`src/rtl/sprite_fetch_pkg.sv`:
```
// sprite_fetch_pkg: shared phase/state types, temp-RAM byte offsets and load-strobe indices
// for the sprite pattern fetch sequencer.
package sprite_fetch_pkg;

  typedef enum logic [2:0] {
    P_Y, P_TILE, P_ATTR, P_X, P_A0, P_D0, P_A1, P_D1
  } phase_t;

  typedef enum logic [1:0] {
    S_IDLE, S_FETCH, S_DONE
  } state_t;

  localparam logic [1:0] BYTE_Y    = 2'd0;
  localparam logic [1:0] BYTE_TILE = 2'd1;
  localparam logic [1:0] BYTE_ATTR = 2'd2;
  localparam logic [1:0] BYTE_X    = 2'd3;

  localparam int LD_ATTR   = 0;
  localparam int LD_X      = 1;
  localparam int LD_PLANE1 = 2;
  localparam int LD_PLANE0 = 3;

  localparam logic [7:0] DUMMY_TILE = 8'hFF;

  function automatic logic [7:0] bit_rev8(input logic [7:0] v);
    logic [7:0] r;
    for (int i = 0; i < 8; i++) r[i] = v[7-i];
    return r;
  endfunction

endpackage

```
`src/rtl/sprite_pattern_addr.sv`:
```
// sprite_pattern_addr: pattern-table address and pixel-byte orientation for one sprite row.
// Purely combinational so the background fetch path can share it.
module sprite_pattern_addr
  import sprite_fetch_pkg::*;
(
  input  logic        obj_size,
  input  logic        obj_patt,
  input  logic [7:0]  tile,
  input  logic [3:0]  row,
  input  logic        flip_x,
  input  logic        flip_y,
  input  logic        dummy,
  input  logic        plane,
  input  logic [7:0]  vram_data,
  output logic [12:0] addr,
  output logic [7:0]  pix
);

  logic [3:0] rf;

  always_comb begin
    rf   = row ^ {4{flip_y}};
    // 8x16 sprites take the table from tile[0] and the tile half from the row's top bit
    addr = {obj_size ? tile[0] : obj_patt, tile[7:1], obj_size ? rf[3] : tile[0], plane, rf[2:0]};
    if (dummy)
      pix = '0;
    else if (flip_x)
      pix = vram_data;
    else
      pix = bit_rev8(vram_data);
  end

endmodule

```
`src/rtl/sprite_fetch_seq.sv`:
```
// sprite_fetch_seq: per-scanline burst fetching pattern bytes for every secondary-OAM slot.
// Build option SPRITE_FETCH_DUMMY_FF_EN: unused slots fetch tile $FF so A12 watchers see real traffic.
module sprite_fetch_seq
  import sprite_fetch_pkg::*;
#(
  parameter  int NUM_SPRITES = 8,
  localparam int IDX_W = $clog2(NUM_SPRITES),
  localparam int CNT_W = $clog2(NUM_SPRITES + 1)
) (
  input  logic             clk,
  input  logic             reset,
  input  logic             ce,
  input  logic             start,
  input  logic             enabled,
  input  logic             obj_size,
  input  logic             obj_patt,
  input  logic [CNT_W-1:0] sprite_count,
  output logic [IDX_W+1:0] temp_addr,
  input  logic [7:0]       temp_data,
  output logic [12:0]      vram_addr,
  output logic             vram_rd,
  input  logic [7:0]       vram_data,
  output logic [3:0]       load,
  output logic [IDX_W-1:0] load_idx,
  output logic [18:0]      load_in,
  output logic             busy,
  output logic             done
);

`ifdef SPRITE_FETCH_DUMMY_FF_EN
  localparam logic DUMMY_FF = 1'b1;
`else
  localparam logic DUMMY_FF = 1'b0;
`endif

  state_t           state_reg, state_next;
  phase_t           phase_reg;
  logic [IDX_W-1:0] slot_reg;
  logic [CNT_W-1:0] cnt_reg, cnt_sat;
  logic [3:0]       row_reg;
  logic [7:0]       tile_reg;
  logic             flip_x_reg, flip_y_reg, dummy_reg;
  logic [12:0]      addr_hold_reg, addr_calc;
  logic [7:0]       pix;
  logic [2:0]       phase_bits;
  logic [1:0]       byte_sel;
  logic             slot_real, force_ff, last_slot, fetch_phase, fetch_en;

  assign phase_bits = phase_reg;
  assign cnt_sat    = (sprite_count > CNT_W'(NUM_SPRITES)) ? CNT_W'(NUM_SPRITES) : sprite_count;
  assign slot_real  = CNT_W'(slot_reg) < cnt_reg;
  assign force_ff   = DUMMY_FF & ~slot_real;
  assign last_slot  = slot_reg == IDX_W'(NUM_SPRITES - 1);

  sprite_pattern_addr u_addr (
    .obj_size  (obj_size),
    .obj_patt  (obj_patt),
    .tile      (tile_reg),
    .row       (row_reg),
    .flip_x    (flip_x_reg),
    .flip_y    (flip_y_reg),
    .dummy     (dummy_reg),
    .plane     (phase_bits[1]),
    .vram_data (vram_data),
    .addr      (addr_calc),
    .pix       (pix)
  );

  always_ff @(posedge clk) begin
    if (reset) begin
      state_reg     <= S_IDLE;
      phase_reg     <= P_Y;
      slot_reg      <= '0;
      cnt_reg       <= '0;
      row_reg       <= '0;
      tile_reg      <= '0;
      flip_x_reg    <= 1'b0;
      flip_y_reg    <= 1'b0;
      dummy_reg     <= 1'b0;
      addr_hold_reg <= '0;
    end else if (ce) begin
      state_reg     <= state_next;
      addr_hold_reg <= vram_addr;
      case (state_reg)
        S_IDLE: if (start) begin
          cnt_reg   <= cnt_sat;
          slot_reg  <= '0;
          phase_reg <= P_Y;
        end
        S_FETCH: begin
          // phase and slot both wrap to zero after the last slot
          phase_reg <= phase_t'(phase_bits + 3'd1);
          if (phase_reg == P_D1) slot_reg <= slot_reg + IDX_W'(1);
          case (phase_reg)
            P_Y:    row_reg  <= force_ff ? 4'd0 : temp_data[3:0];
            P_TILE: tile_reg <= force_ff ? DUMMY_TILE : temp_data;
            P_ATTR: begin
              flip_y_reg <= ~force_ff & temp_data[7];
              flip_x_reg <= ~force_ff & temp_data[6];
              dummy_reg  <= temp_data[4] | ~slot_real;
            end
            default: ;
          endcase
        end
        default: ;
      endcase
    end
  end

  always_comb begin
    state_next = state_reg;
    case (state_reg)
      S_IDLE:  if (start) state_next = S_FETCH;
      S_FETCH: if (phase_reg == P_D1 && last_slot) state_next = S_DONE;
      S_DONE:  state_next = S_IDLE;
      default: state_next = S_IDLE;
    endcase
  end

  always_comb begin
    busy        = state_reg != S_IDLE;
    done        = state_reg == S_DONE;
    fetch_phase = (state_reg == S_FETCH) && (phase_reg == P_A0 || phase_reg == P_A1);
    fetch_en    = fetch_phase && (slot_real || DUMMY_FF);
    vram_rd     = fetch_en;
    // the address only moves on a real fetch; otherwise it holds the last one
    vram_addr   = fetch_en ? addr_calc : addr_hold_reg;
    case (phase_reg)
      P_Y:     byte_sel = BYTE_Y;
      P_TILE:  byte_sel = BYTE_TILE;
      P_ATTR:  byte_sel = BYTE_ATTR;
      default: byte_sel = BYTE_X;
    endcase
    temp_addr = {slot_reg, byte_sel};
    load_idx  = slot_reg;
    load_in   = {pix, temp_data, temp_data[1:0], temp_data[5]};
    load      = '0;
    if (ce && enabled && state_reg == S_FETCH) begin
      case (phase_reg)
        P_ATTR:  load[LD_ATTR]   = 1'b1;
        P_X:     load[LD_X]      = 1'b1;
        P_D0:    load[LD_PLANE0] = 1'b1;
        P_D1:    load[LD_PLANE1] = 1'b1;
        default: ;
      endcase
    end
  end

endmodule

```
`config.mk`:
```
export PLATFORM = sky130hd
export DESIGN_NAME = sprite_fetch_seq
export DESIGN_NICKNAME = d
export VERILOG_FILES = /design/src/rtl/sprite_fetch_pkg.sv /design/src/rtl/sprite_pattern_addr.sv /design/src/rtl/sprite_fetch_seq.sv
export SDC_FILE = /design/constraint.sdc
export NUM_CORES = 1
export LEC_CHECK = 0
export CAP_MARGIN = 20
export CORE_AREA = 2 2 79 81
export CTS_CLUSTER_SIZE = 28
export DETAILED_ROUTE_END_ITERATION = 10
export DIE_AREA = 0 0 81 83
export GPL_ROUTABILITY_DRIVEN = 0
export MAX_ROUTING_LAYER = met4
export PLACE_DENSITY_LB_ADDON = 0.08
export SYNTH_ARGS = -nofsm -noshare
export SYNTH_HDL_FRONTEND = slang
export SYNTH_HIERARCHICAL = 1
export SYNTH_SLANG_ARGS = --single-unit
```
`constraint.sdc`:
```
create_clock -name clk -period 1.78 [get_ports clk]
set_clock_uncertainty 0.05 [all_clocks]
set_input_delay 0.178 -clock clk [delete_from_list [all_inputs] [get_ports clk]]
set_output_delay 0.178 -clock clk [all_outputs]
set_load 0.02 [all_outputs]
```
Word-level counts from Yosys, hierarchy flattened
Index checks and enable logic that the tools add are counted.
Word-level totals
  bits in registers: 40
  output and inout bits: 47
Operators by class
  $add $sub $neg: 2
  $lt $le $gt $ge: 2
  eq/ne operators: 13
  multiplexer cells: 19
  bitwise operators: 3
  reduce and logical (&&, ||, !) cells: 17
Operators by type and width (count)
  $reduce_and 3->1: 6
  $mux 8: 2
  $eq 3x3->1 const B: 5
  $mux 13: 1
  $pmux 3 s2: 2
  $mux 4: 2
  $add 3x1->3 const B: 2
  $eq 3x2->1 const B: 2
  $mux 1: 6
  $mux 3: 2
  $ne 2x2->1 const B: 3
  $pmux 2 s3: 1
  $logic_and 1x1->1: 5
  $gt 4x4->1 const B: 1
  $lt 3x4->1: 1
  $mux 2: 2
  $pmux 2 s2: 1
  $reduce_and 4->1: 1
  $reduce_bool 2->1: 2
  $xor 4x4->4: 1
  $eq 3x1->1 const B: 1
  $logic_not 3->1: 1
  $eq 2x1->1 const B: 1
  $eq 2x2->1 const B: 1
  4 further kinds: 4

Longest topological paths before layout
Gate-level depths: netlist of the first run.
  depth after elaboration: 5
  gate-level depth with buffers: 7
  gate-level depth less buffers: 6

Cells and area by module
Netlist of the first run, hierarchy kept.
Modules (own cells, without submodules)
  sprite_fetch_seq: instances 1, cells an instance 246, area each 2224.6 um^2, sequential area each 800.8 um^2
  sprite_pattern_addr: instances 1, cells an instance 33, area each 236.5 um^2, sequential area each 0.0 um^2

Worst setup path before layout of the first run
OpenSTA, ideal clock, no wires.
  kind: reg-to-output
  start: register slot_reg[1], in the netlist load_idx[1]
  end: output port vram_addr[0]
  data arrival time: 1.707 ns
  data required time: 1.552 ns
  setup slack: -0.155 ns
  cell stages (with the launch flop): 6
  path buffers: 1
  cell sequence: dfxtp_1 > ha_1 > a211oi_2 > o31ai_4 > buf_6 > mux2_4
Between the ends
  cells in the longest elaborated chain, start to end: 3
Ends and longest elaborated chain
  from (decl): line sprite_fetch_seq.sv:38  | logic [IDX_W-1:0] slot_reg;
  from (signal assigned): line sprite_fetch_seq.sv:93  | if (phase_reg == P_D1) slot_reg <= slot_reg + IDX_W'(1);
  $lt 3x4->1: line sprite_fetch_seq.sv:51  | assign slot_real = CNT_W'(slot_reg) < cnt_reg;
  $logic_and 1x1->1: line sprite_fetch_seq.sv:124  | fetch_en = fetch_phase && (slot_real || DUMMY_FF);
  $mux 13: line sprite_fetch_seq.sv:127  | vram_addr = fetch_en ? addr_calc : addr_hold_reg;
  to (decl): line sprite_fetch_seq.sv:20  | output logic [12:0] vram_addr,
No other way between the ends.

Worst setup path in the final report of the first run
  start: register cnt_reg[1]
  end: output port vram_addr[12]
Between the ends
  cells in the longest elaborated chain, start to end: 3
Ends and longest elaborated chain
  from (decl): line sprite_fetch_seq.sv:39  | logic [CNT_W-1:0] cnt_reg, cnt_sat;
  from (signal assigned): line sprite_fetch_seq.sv:86  | cnt_reg <= cnt_sat;
  $lt 3x4->1: line sprite_fetch_seq.sv:51
  $logic_and 1x1->1: line sprite_fetch_seq.sv:124
  $mux 13: line sprite_fetch_seq.sv:127
No other way between the ends.

==> flow_summary.toml, run 1 <==
[status]
outcome = "finished, violations left"
violations = "setup timing"

[synth]
synth_top_area_cell = "dfxtp_1"
synth_top_cell_area_share_pct = 32.5
ys_seq_area_share_pct = 32.5
synth_cell_types = 37
avgSynthCellArea_um2 = 8.82
syn_nets = 316
ys_top_cells_by_area = "dfxtp_1, mux2i_1, buf_4, nand2b_1, a21oi_1"
synth-seq-cells = 40
syn_inst = 279
netlist_area_um2 = 2460
ys_warn_count = 6

[layout]
fill_cells = 561
fin_nets = 393
largest_reg_flops = 13
postLayoutCellArea_um2 = 3500
area.growth.synth_to_final_pct = 42.2
diodes = 0
drive_above_1_share_pct = 27.5

[clock_tree]
cts_tree = "yes"
cts_buffer_depth = 2
cts_buffers = 5
cts.sinks = 40
htree_levels = 2
clkLatencyLatePin_ps = 290
cts-root-buf = "clkbuf_8"
path_clk_slew_ps = 80

[power]
p_total_uw = 1920
leakagePower_uw = 0.00143
ir_drop_v = 0.000262
power_per_cell_area_nw_per_um2 = 548

[die]
die-height_um = 83
initial_core_util_pct = 42.3
core_um2 = 5820
dieArea_um2 = 6720
pin_count = 74
rows = 28
dieWidth_um = 81

[placed_design]
numPortBuffers = 73
dp_hpwl_um = 4200
pre_cts_ws_ps = -473
dpl_cell_area_um2 = 3310

[global_route]
grt_max_degree = 54
antenna_found_initial = 0
overflow = 0
track_usage_pct = 18.3
grt_pass1_vias = 1958
grt_pass1_wl_um = 9490

[critical_path]
crit_chain = "inv_2, ha_4, a211oi_4, o31ai_4, buf_6, buf_12, mux2_4, buf_6"
endpoint_kind = "output port"
critPathMostFrequentCell = "buf_6"
worstPathRequired_ps = 1550
critPathSlowestCell = "dfxtp_2"
path_buf_inv = 4
worstSetupPathType = "reg2out"
critPathMaxStageDelay_ps = 340
cp_top_family = "buffers and inverters"
critPathMaxFanout = 7
crit_arrival_ps = 1970
start_kind = "flip-flop"

[detailed_routing]
vias_per_cell = 4.86
ant_nets = 0
dr.first_iter.drc_count = 106
via_count = 2101
wirelength_um = 5740
drc_errors = 0
firstDrtPassIters = 4
wire_per_inst_um = 13.3

[timing]
hold_ws_ps = 418
fin_crit_sh_pct = 124
finalCriticalPeriod_ps = 2200
relSlewSlack_pct = 73.6
clock.fmax_mhz = 454
grt_setup_unrepaired = "true"
tightestPinTransition_ps = 392
slew_violations = 0
setup_viol = 26
finalHoldViolCount = 0
layout_setup_ws_ps = -421

[worst_hold_path]
hold_path.class = "in2reg"

[flow_run]
drv_cap = 0
==> layer usage <==
| layer | global-route usage, % | up-vias | share of wire, % |
|---|---|---|---|
| met5 | - | - | 0 |
| met4 | 4.16 | 0 | 1.0 |
| met3 | 4.24 | 6 | 3.8 |
| met2 | 29.0 | 40 | 49 |
| met1 | 23.5 | 978 | 46 |
| li1 | - | 1077 | - |
==> report_power, final <==
group / leakage [µW] / internal, µW / switching (µW)
Combinational: 0.00105 / 167 / 153
Clock: 0.0000534 / 360 / 325
Sequential: 0.000326 / 904 / 8.85
Total: 0.00143 / 1430 / 486
==> cell usage in the layout, fill, tap and decap left out, types with 2 or more instances in the layout <==
| cell type | count |
|---|---|
| clkdlybuf4s50_1 | 43 |
| nand3_1 | 14 |
| inv_1 | 4 |
| buf_6 | 18 |
| ha_1 | 7 |
| and4_2 | 2 |
| buf_4 | 29 |
| dfxtp_4 | 2 |
| mux2_4 | 13 |
| clkbuf_8 | 5 |
| nor2_1 | 17 |
| dlygate4sd2_1 | 11 |
| buf_2 | 4 |
| mux2i_1 | 22 |
| a21oi_1 | 27 |
| nand2b_1 | 27 |
| dfxtp_2 | 4 |
| nand2_1 | 26 |
| nor2b_1 | 2 |
| buf_12 | 2 |
| nand4_1 | 2 |
| nor3_1 | 3 |
| nand3b_1 | 3 |
| o21ai_0 | 5 |
| dfxtp_1 | 34 |
| xor2_1 | 3 |
| ha_4 | 2 |
| nor2_2 | 2 |
| and3_1 | 2 |
| mux2_2 | 2 |
| inv_2 | 2 |
==> kinds of logic after synthesis <==
logic type                 synth area share, %
adders and majority gates                 5.08
AOI/OAI and AO/OA                         9.30
xor gates and xnor gates                  1.42
DFF                                       32.5
and+or+nand+nor                           22.7
buffers and inverters                     11.8
muxes                                     17.2
==> area by class of cell <==
type / count / area, µm² / share of cell area, %
inverters: 7 / 28.8 / 0.822
clock inverters: 1 / 5.00 / 0.143
clock buffers: 7 / 97.6 / 2.79
repair buffers: 108 / 1030 / 29.6
flip-flops and latches: 40 / 813 / 23.2
well taps: 75 / 93.8 / 2.68
multi-input cells: 194 / 1430 / 40.8
==> final timing paths <==
| check | startpoint | to | slack (ps) | depth (start not counted) |
|---|---|---|---|---|
| max | cnt_reg[1] | vram_addr[12] | -420 | 8 |
| min | sprite_count[1] | cnt_reg[1] | 420 | 3 |
| max reg2reg | load_idx[1] | addr_hold_reg[12] | -40 | 7 |
| min reg2reg | row_reg[0] | row_reg[0] | 420 | 2 |
==> through the flow <==
| step | util [%] | TNS (ps) | std cells |
|---|---|---|---|
| 3_5_place_dp | 56.9 | -6890 | 418 |
| 5_1_grt | 60.2 | -8010 | 432 |
| 2_1_floorplan | - | 0 | 279 |
| 4_1_cts | 59.9 | -5940 | 430 |
| 6_report | 60.2 | -5830 | 432 |
| 3_3_place_gp | 56.9 | -6390 | 418 |
==> synthesized netlist by cell type <==
library cell and count:
xnor2_1 1, dfxtp_1 40, nand2b_1 27, buf_4 23
and4_2 2, o21ai_0 5, nand4b_1 1, nand3b_1 3
a22oi_1 1, xor2_1 3, and3_1 2, a311oi_1 1
mux2_4 9, mux2_2 6, nor2b_1 2, nor3_1 3
ha_1 10, buf_1 2, a211oi_2 1, nand4_1 2
buf_6 2, o311a_1 1, buf_2 3, a21oi_1 27
inv_2 1, o31a_1 1, o31ai_4 1, clkbuf_1 7
inv_1 6, nand2_1 27, and4bb_2 1, nor2_1 19
mux2i_1 22, nand3_1 14, or2_2 1, nor4b_4 1
buf_12 1
==> timing repair <==
item,4_1_cts,5_1_grt
cloned,1,0
setup buffers,3,2
endpoints found under the setup margin,39,34
endpoints found under the hold margin,0,0
hold buffers,0,0
resized for setup,130,5
pin swaps,3,0
==> worst register-to-register path: stages (launching register included) <==
cell and delay [ps]:
dfxtp_4 360, ha_4 240, a211oi_4 250, buf_4 150, buf_4 100, o311a_1 240, buf_6 180, mux2i_1 190
No activity file was read; power rests on OpenSTA's default activity.
==> run 2: changes to the inputs <==
Settings changed: ABC_CLOCK_PERIOD_IN_PS set to 1780.
==> results of run 2 <==
The final DEF is identical to that of run 1; final timing and power are the same.
